[src/rtl/pc_gen.sv]
// Fetch-stage program-counter generator: BOOT/RUN/HALT control, stall, redirect.
// Optional return-address stack enabled with `define PC_RAS_EN.
module pc_gen #(
    parameter int unsigned           PC_W      = 32,
    parameter int unsigned           INC       = 4,
    parameter logic [PC_W-1:0]       RESET_VEC = '0,
    parameter int unsigned           RAS_DEPTH = 4
) (
    input  logic            clk,
    input  logic            rst,
    input  logic            halt_i,
    input  logic            stall_i,
    input  logic            redirect_valid_i,
    input  logic [PC_W-1:0] redirect_pc_i,
    input  logic            call_i,
    input  logic            ret_i,
    input  logic            fetch_ready_i,
    output logic [PC_W-1:0] pc_o,
    output logic            pc_valid_o,
    output logic            halted_o,
    output logic            ras_full_o,
    output logic            ras_empty_o
);

    typedef enum logic [1:0] {
        BOOT = 2'd0,
        RUN  = 2'd1,
        HALT = 2'd2
    } state_e;

    localparam logic [PC_W-1:0] STEP  = PC_W'(INC);
    localparam logic [PC_W-1:0] ALIGN = ~(PC_W'(INC - 1));

    state_e          state_q;
    logic [PC_W-1:0] pc_q;
    logic            valid_q;
    logic            halted_q;

    logic [PC_W-1:0] tgt;
    logic [PC_W-1:0] seq_pc;
    logic            accept;
    logic            adv;
    logic            pop;
    logic [PC_W-1:0] ras_top;

    assign tgt    = redirect_pc_i & ALIGN;
    assign seq_pc = pc_q + STEP;
    assign accept = fetch_ready_i & ~stall_i & valid_q;
    // halt suppresses any same-cycle advance, including a RAS pop
    assign adv    = (state_q == RUN) & ~redirect_valid_i & accept & ~halt_i;

`ifdef PC_RAS_EN
    localparam int unsigned AW = $clog2(RAS_DEPTH);
    localparam logic [AW:0] FULL_CNT = (AW + 1)'(RAS_DEPTH);

    logic [PC_W-1:0] ras_q [RAS_DEPTH];
    logic [AW-1:0]   sp_q;
    logic [AW:0]     cnt_q;
    logic [AW:0]     cnt_d;
    logic            full_q;
    logic            empty_q;
    logic            push;

    assign push    = redirect_valid_i & call_i & (state_q != BOOT);
    assign pop     = adv & ret_i & ~empty_q;
    assign ras_top = ras_q[sp_q - 1'b1];

    always_comb begin
        cnt_d = cnt_q;
        if (push) begin
            if (cnt_q != FULL_CNT) cnt_d = cnt_q + 1'b1;
        end else if (pop) begin
            cnt_d = cnt_q - 1'b1;
        end
    end

    // circular storage: a push when full overwrites the oldest slot
    always_ff @(posedge clk or posedge rst) begin
        if (rst) begin
            for (int i = 0; i < int'(RAS_DEPTH); i++) ras_q[i] <= '0;
            sp_q    <= '0;
            cnt_q   <= '0;
            full_q  <= 1'b0;
            empty_q <= 1'b1;
        end else begin
            if (push) begin
                ras_q[sp_q] <= seq_pc;
                sp_q        <= sp_q + 1'b1;
            end else if (pop) begin
                sp_q <= sp_q - 1'b1;
            end
            cnt_q   <= cnt_d;
            full_q  <= (cnt_d == FULL_CNT);
            empty_q <= (cnt_d == '0);
        end
    end

    assign ras_full_o  = full_q;
    assign ras_empty_o = empty_q;
`else
    logic unused_ras;

    assign unused_ras  = ^{call_i, ret_i};
    assign pop         = 1'b0;
    assign ras_top     = '0;
    assign ras_full_o  = 1'b0;
    assign ras_empty_o = 1'b1;
`endif

    always_ff @(posedge clk or posedge rst) begin
        if (rst) begin
            state_q  <= BOOT;
            pc_q     <= RESET_VEC;
            valid_q  <= 1'b0;
            halted_q <= 1'b0;
        end else begin
            unique case (state_q)
                BOOT: begin
                    state_q <= RUN;
                    valid_q <= 1'b1;
                end
                RUN: begin
                    if (redirect_valid_i) pc_q <= tgt;
                    else if (pop)         pc_q <= ras_top;
                    else if (adv)         pc_q <= seq_pc;
                    if (halt_i) begin
                        state_q  <= HALT;
                        valid_q  <= 1'b0;
                        halted_q <= 1'b1;
                    end
                end
                HALT: begin
                    if (redirect_valid_i) pc_q <= tgt;
                    if (!halt_i) begin
                        state_q  <= RUN;
                        valid_q  <= 1'b1;
                        halted_q <= 1'b0;
                    end
                end
                default: begin
                    state_q  <= BOOT;
                    valid_q  <= 1'b0;
                    halted_q <= 1'b0;
                end
            endcase
        end
    end

    assign pc_o       = pc_q;
    assign pc_valid_o = valid_q;
    assign halted_o   = halted_q;

endmodule

[config.mk]
export PLATFORM = sky130hd
export DESIGN_NAME = pc_gen
export DESIGN_NICKNAME = d
export VERILOG_FILES = /design/src/rtl/pc_gen.sv
export SDC_FILE = /design/constraint.sdc
export NUM_CORES = 1
export LEC_CHECK = 0
export BUFFER_PORTS_ARGS = -buffer_cell sky130_fd_sc_hd__buf_4
export CAP_MARGIN = 20
export CORE_ASPECT_RATIO = 0.6
export CORE_UTILIZATION = 28
export DETAILED_ROUTE_END_ITERATION = 16
export SYNTH_ARGS = -nofsm -noshare
export SYNTH_HDL_FRONTEND = slang
export SYNTH_SLANG_ARGS = --single-unit
[constraint.sdc]
create_clock -name clk -period 2.4 [get_ports clk]
set_input_delay 0.24 -clock clk [delete_from_list [all_inputs] [get_ports clk]]
set_output_delay 0.24 -clock clk [all_outputs]
set_load 0.05 [all_outputs]
==> summary.md <==
| Metric | Value |
|---|---|
| Status | completed |
| Peak VDD IR | 0.490 mV |
| Fmax | 0.457 GHz |
| Final TNS setup | 0 ns |
| Hold-fix buffers, CTS | 0 |
| DIE WIDTH | roughly 110 um |
| Sinks on Clock Net | 33 |
| Worst slew margin | 58.3% |
| Detail Placement HPWL | 5.00 mm |
| Postcts setup bufs | 0 |
| Layout cells sized above 1 | a little under 30% |
| Post-layout power | between 4 and 5 mW |
| Min Tclk post-route | 2.19 ns |
| Synth warn | 0 |
| Post-synth ARST share | 100% |
| Post-synth EDFFs | 0 |
| Setup crit start kind | register |
| Starting Density | 29.1% |
| Clk slew on worst S/H paths | 0.05 ns |
| Fin crit share | 91.2% |
| RSZ-0062 raised after global routing | false |
| Sw Ratio | 53.4% |
| Cell Area, Synth | about 0.0021 sq mm |
| Total Wirelength | 6.72 mm |
| Grt ovf | 0 |
| Clock share of power | 14.7% |
| Synth top area share | between 30% and 40% |
| CTS tree | built |
| Count leader, synth | a21oi_1 |
| H-Tree Depth | 2 |
| Fin. max-slew vios | 0 |
| Vias in the first global route | 2065 |
| Worst path arrival time | 2.39 ns |
| Final Hold Viols | 0 |
| IO Pins | between 70 and 80 |
| Worst-Margin Slew | 0.625 ns |
| Synth cell count leaders | a21oi_1, dfrtp_1, nand2_1 |
| Max Cap Viol | 0 |
| Worst-path fanout max | 6 |
| First-pass GRT wire length | 10.9 mm |
| Synth Area in XOR/XNOR | 0% |
| Area growth from synthesis to final layout | 37.0% |
| Worst Hold Class | in -> async |
| Switching pwr | 2.24 mW |
| Synth Area in Compound Gates | roughly 26% |
| Via count | 2251 |
| Clk buf depth | 2 |
| Final Setup Violations | 0 |
| Cts bufs inserted | 5 |
| Worst EP required | 2.60 ns |
| Dominant synthesized flop cell | dfrtp_1 |
| P per Cell Area | 1440 mW/mm^2 |
| Die ar. | 0.00795 sq mm |
| PortBufs | 67 |
| Sequential fraction of the synthesis area | ~39% |
| Residual DRC | 0 |
| Routed Antenna Nets | 0 |
| Area contributors post-synth | dfrtp_1, a21oi_1, nand2_1, nand3_1, o21ai_0 |
| Comb power frac | between 50 and 60% |
| Pin count of the biggest net entering global routing | 31 |
| Post-CTS sizing | 0 |
| Int Pwr | ~2.0 mW |
| Mean Syn Cell Area | just over 8 sq um |
| FF/Latch Area | between 800 and 900 sq um |
| Register share of total power | 28.1% |
| Synth Area in Adders | 0.589% |
| Largest family of logic cells by synthesized area | simple AND/OR/NAND/NOR gates |
| Pre-antenna DRT Iters | 4 |
| Post-route clock skew | 0.00283 ns |
| Setup Crit Path Kind | reg -> reg |
| WHS | 0.0477 ns |
| Fillers | 769 |
| Yosys reg bits | 33 |
| Routed WL per cell | 15.3 um |
| Multi-input logic area | 0.00118 sq mm |
| Total GRT Usage | 17.8% |
| Drt initial violations | 218 |
| Mux contribution to synthesized area | 0% |
| Synth Area in Simple Gates | 27.9% |
| Cell variety after synth | 46 |
| Worst-Skew Late Latency | 0.28 ns |
| Gpl congestion | 0.794 |
| Core Region | 0.00730 sq mm |
| Die Span Y | around 69 um |
| Drt via density | between 5 and 6 |
| Diode count | 0 |
| Leak | 1.26 nW |
| Root buf cell | clkbuf_16 |
| Cells after Synth | 264 |
| CP endpoint kind | register |
| Antenna violations before repair | 0 |
| Site Rows | 24 |
| Biggest area consumer among synthesized cells | dfrtp_1 |
| Fin nets | around 370 |
per-stage QoR:
step	setup WS [ns]	util (%)	instances	area, sq um
floorplan	0.0941	-	266	2130
global placement	0.246	38.0	430	2770
detailed placement	0.236	38.0	430	2770
CTS	0.222	39.9	438	2910
global route	0.0779	39.9	438	2910
finish	0.212	39.9	438	2910
placed cells by master (no fill, tap or decap), types with 2 or more instances in the layout:
cell type  instances
o41ai_1            2
conb_1             4
buf_4             81
nor2b_1            2
o31ai_1            2
nand2_1           32
o32ai_1            3
nand4_1            8
or3_1              2
and4_1             5
o22ai_1            4
a21oi_1           35
inv_1              7
o21ai_0           19
dfrtp_2            2
nor4_1             3
and2_1             4
nand4_2            2
clkbuf_1           3
a311oi_1           3
nand3_1           22
or4_1              5
and3_1             4
a22oi_1            4
a2bb2oi_1          2
clkbuf_16          5
nor3_1             5
o22a_1             3
o21bai_1           3
dfrtp_1           31
nor2_1            12
area by class of cell:
cell class / count / area share (%)
timing repair buffer: 81 / 20.9
clock buffer: 8 / 4.69
multi-input combinational: 205 / 40.6
sequential: 33 / 28.5
tap: 104 / 4.47
inverter: 7 / 0.903
cell families after synthesis:
logic type               Yosys count
flip-flops                        33
AND/OR/NAND/NOR                  111
other                              2
adder cells (fa/ha/maj)            1
AO/OA/AOI/OAI                     89
buffers and inverters             28
power by group through the flow:
stage / Sequential, mW / Clock [mW] / Combinational, mW
3_3_place_gp: 1.17 / 0 / 2.37
5_1_grt: 1.23 / 0.656 / 2.59
6_report: 1.18 / 0.615 / 2.41
4_1_cts: 1.17 / 0.627 / 2.41
3_5_place_dp: 1.18 / 0 / 2.40
2_1_floorplan: 2.00 / 0 / 0.793
metal layers:
| metal | GRT usage (%) | part of all wire [%] | vias to the layer above |
|---|---|---|---|
| li1 | - | - | 1126 |
| met1 | 28.2 | 51 | 1028 |
| met2 | 23.2 | 40 | 95 |
| met3 | 4.81 | 8.4 | 2 |
| met4 | 3.90 | 0.33 | 0 |
| met5 | 0 | 0 | - |
path summary, 6_finish.rpt:
check                                  start  endpoint  slack, ns  cells past startpoint
max                                  pc_o[2]  pc_o[28]       0.21                      6
min                                      rst  pc_o[27]       0.05                      2
max reg2reg                          pc_o[2]  pc_o[28]       0.21                      6
min reg2reg                         halted_o  halted_o       0.50                      2
max in group asynchronous                rst   pc_o[9]       1.73                      3
min in group clk           redirect_pc_i[27]  pc_o[27]       0.21                      3
flip-flops by register name (all words and copies together) (netlist names):
name	cells
halted_o	1
state_q	2
pc_o	30
worst max-delay path, cell delays in order (launching register included):
cell and delay [ns]:
dfrtp_2 0.40, ha_1 0.22, and4_1 0.27, nand4_2 0.17, or3_4 0.43, or4_4 0.48
o211ai_2 0.14
Power figures use the tool's default switching activity.
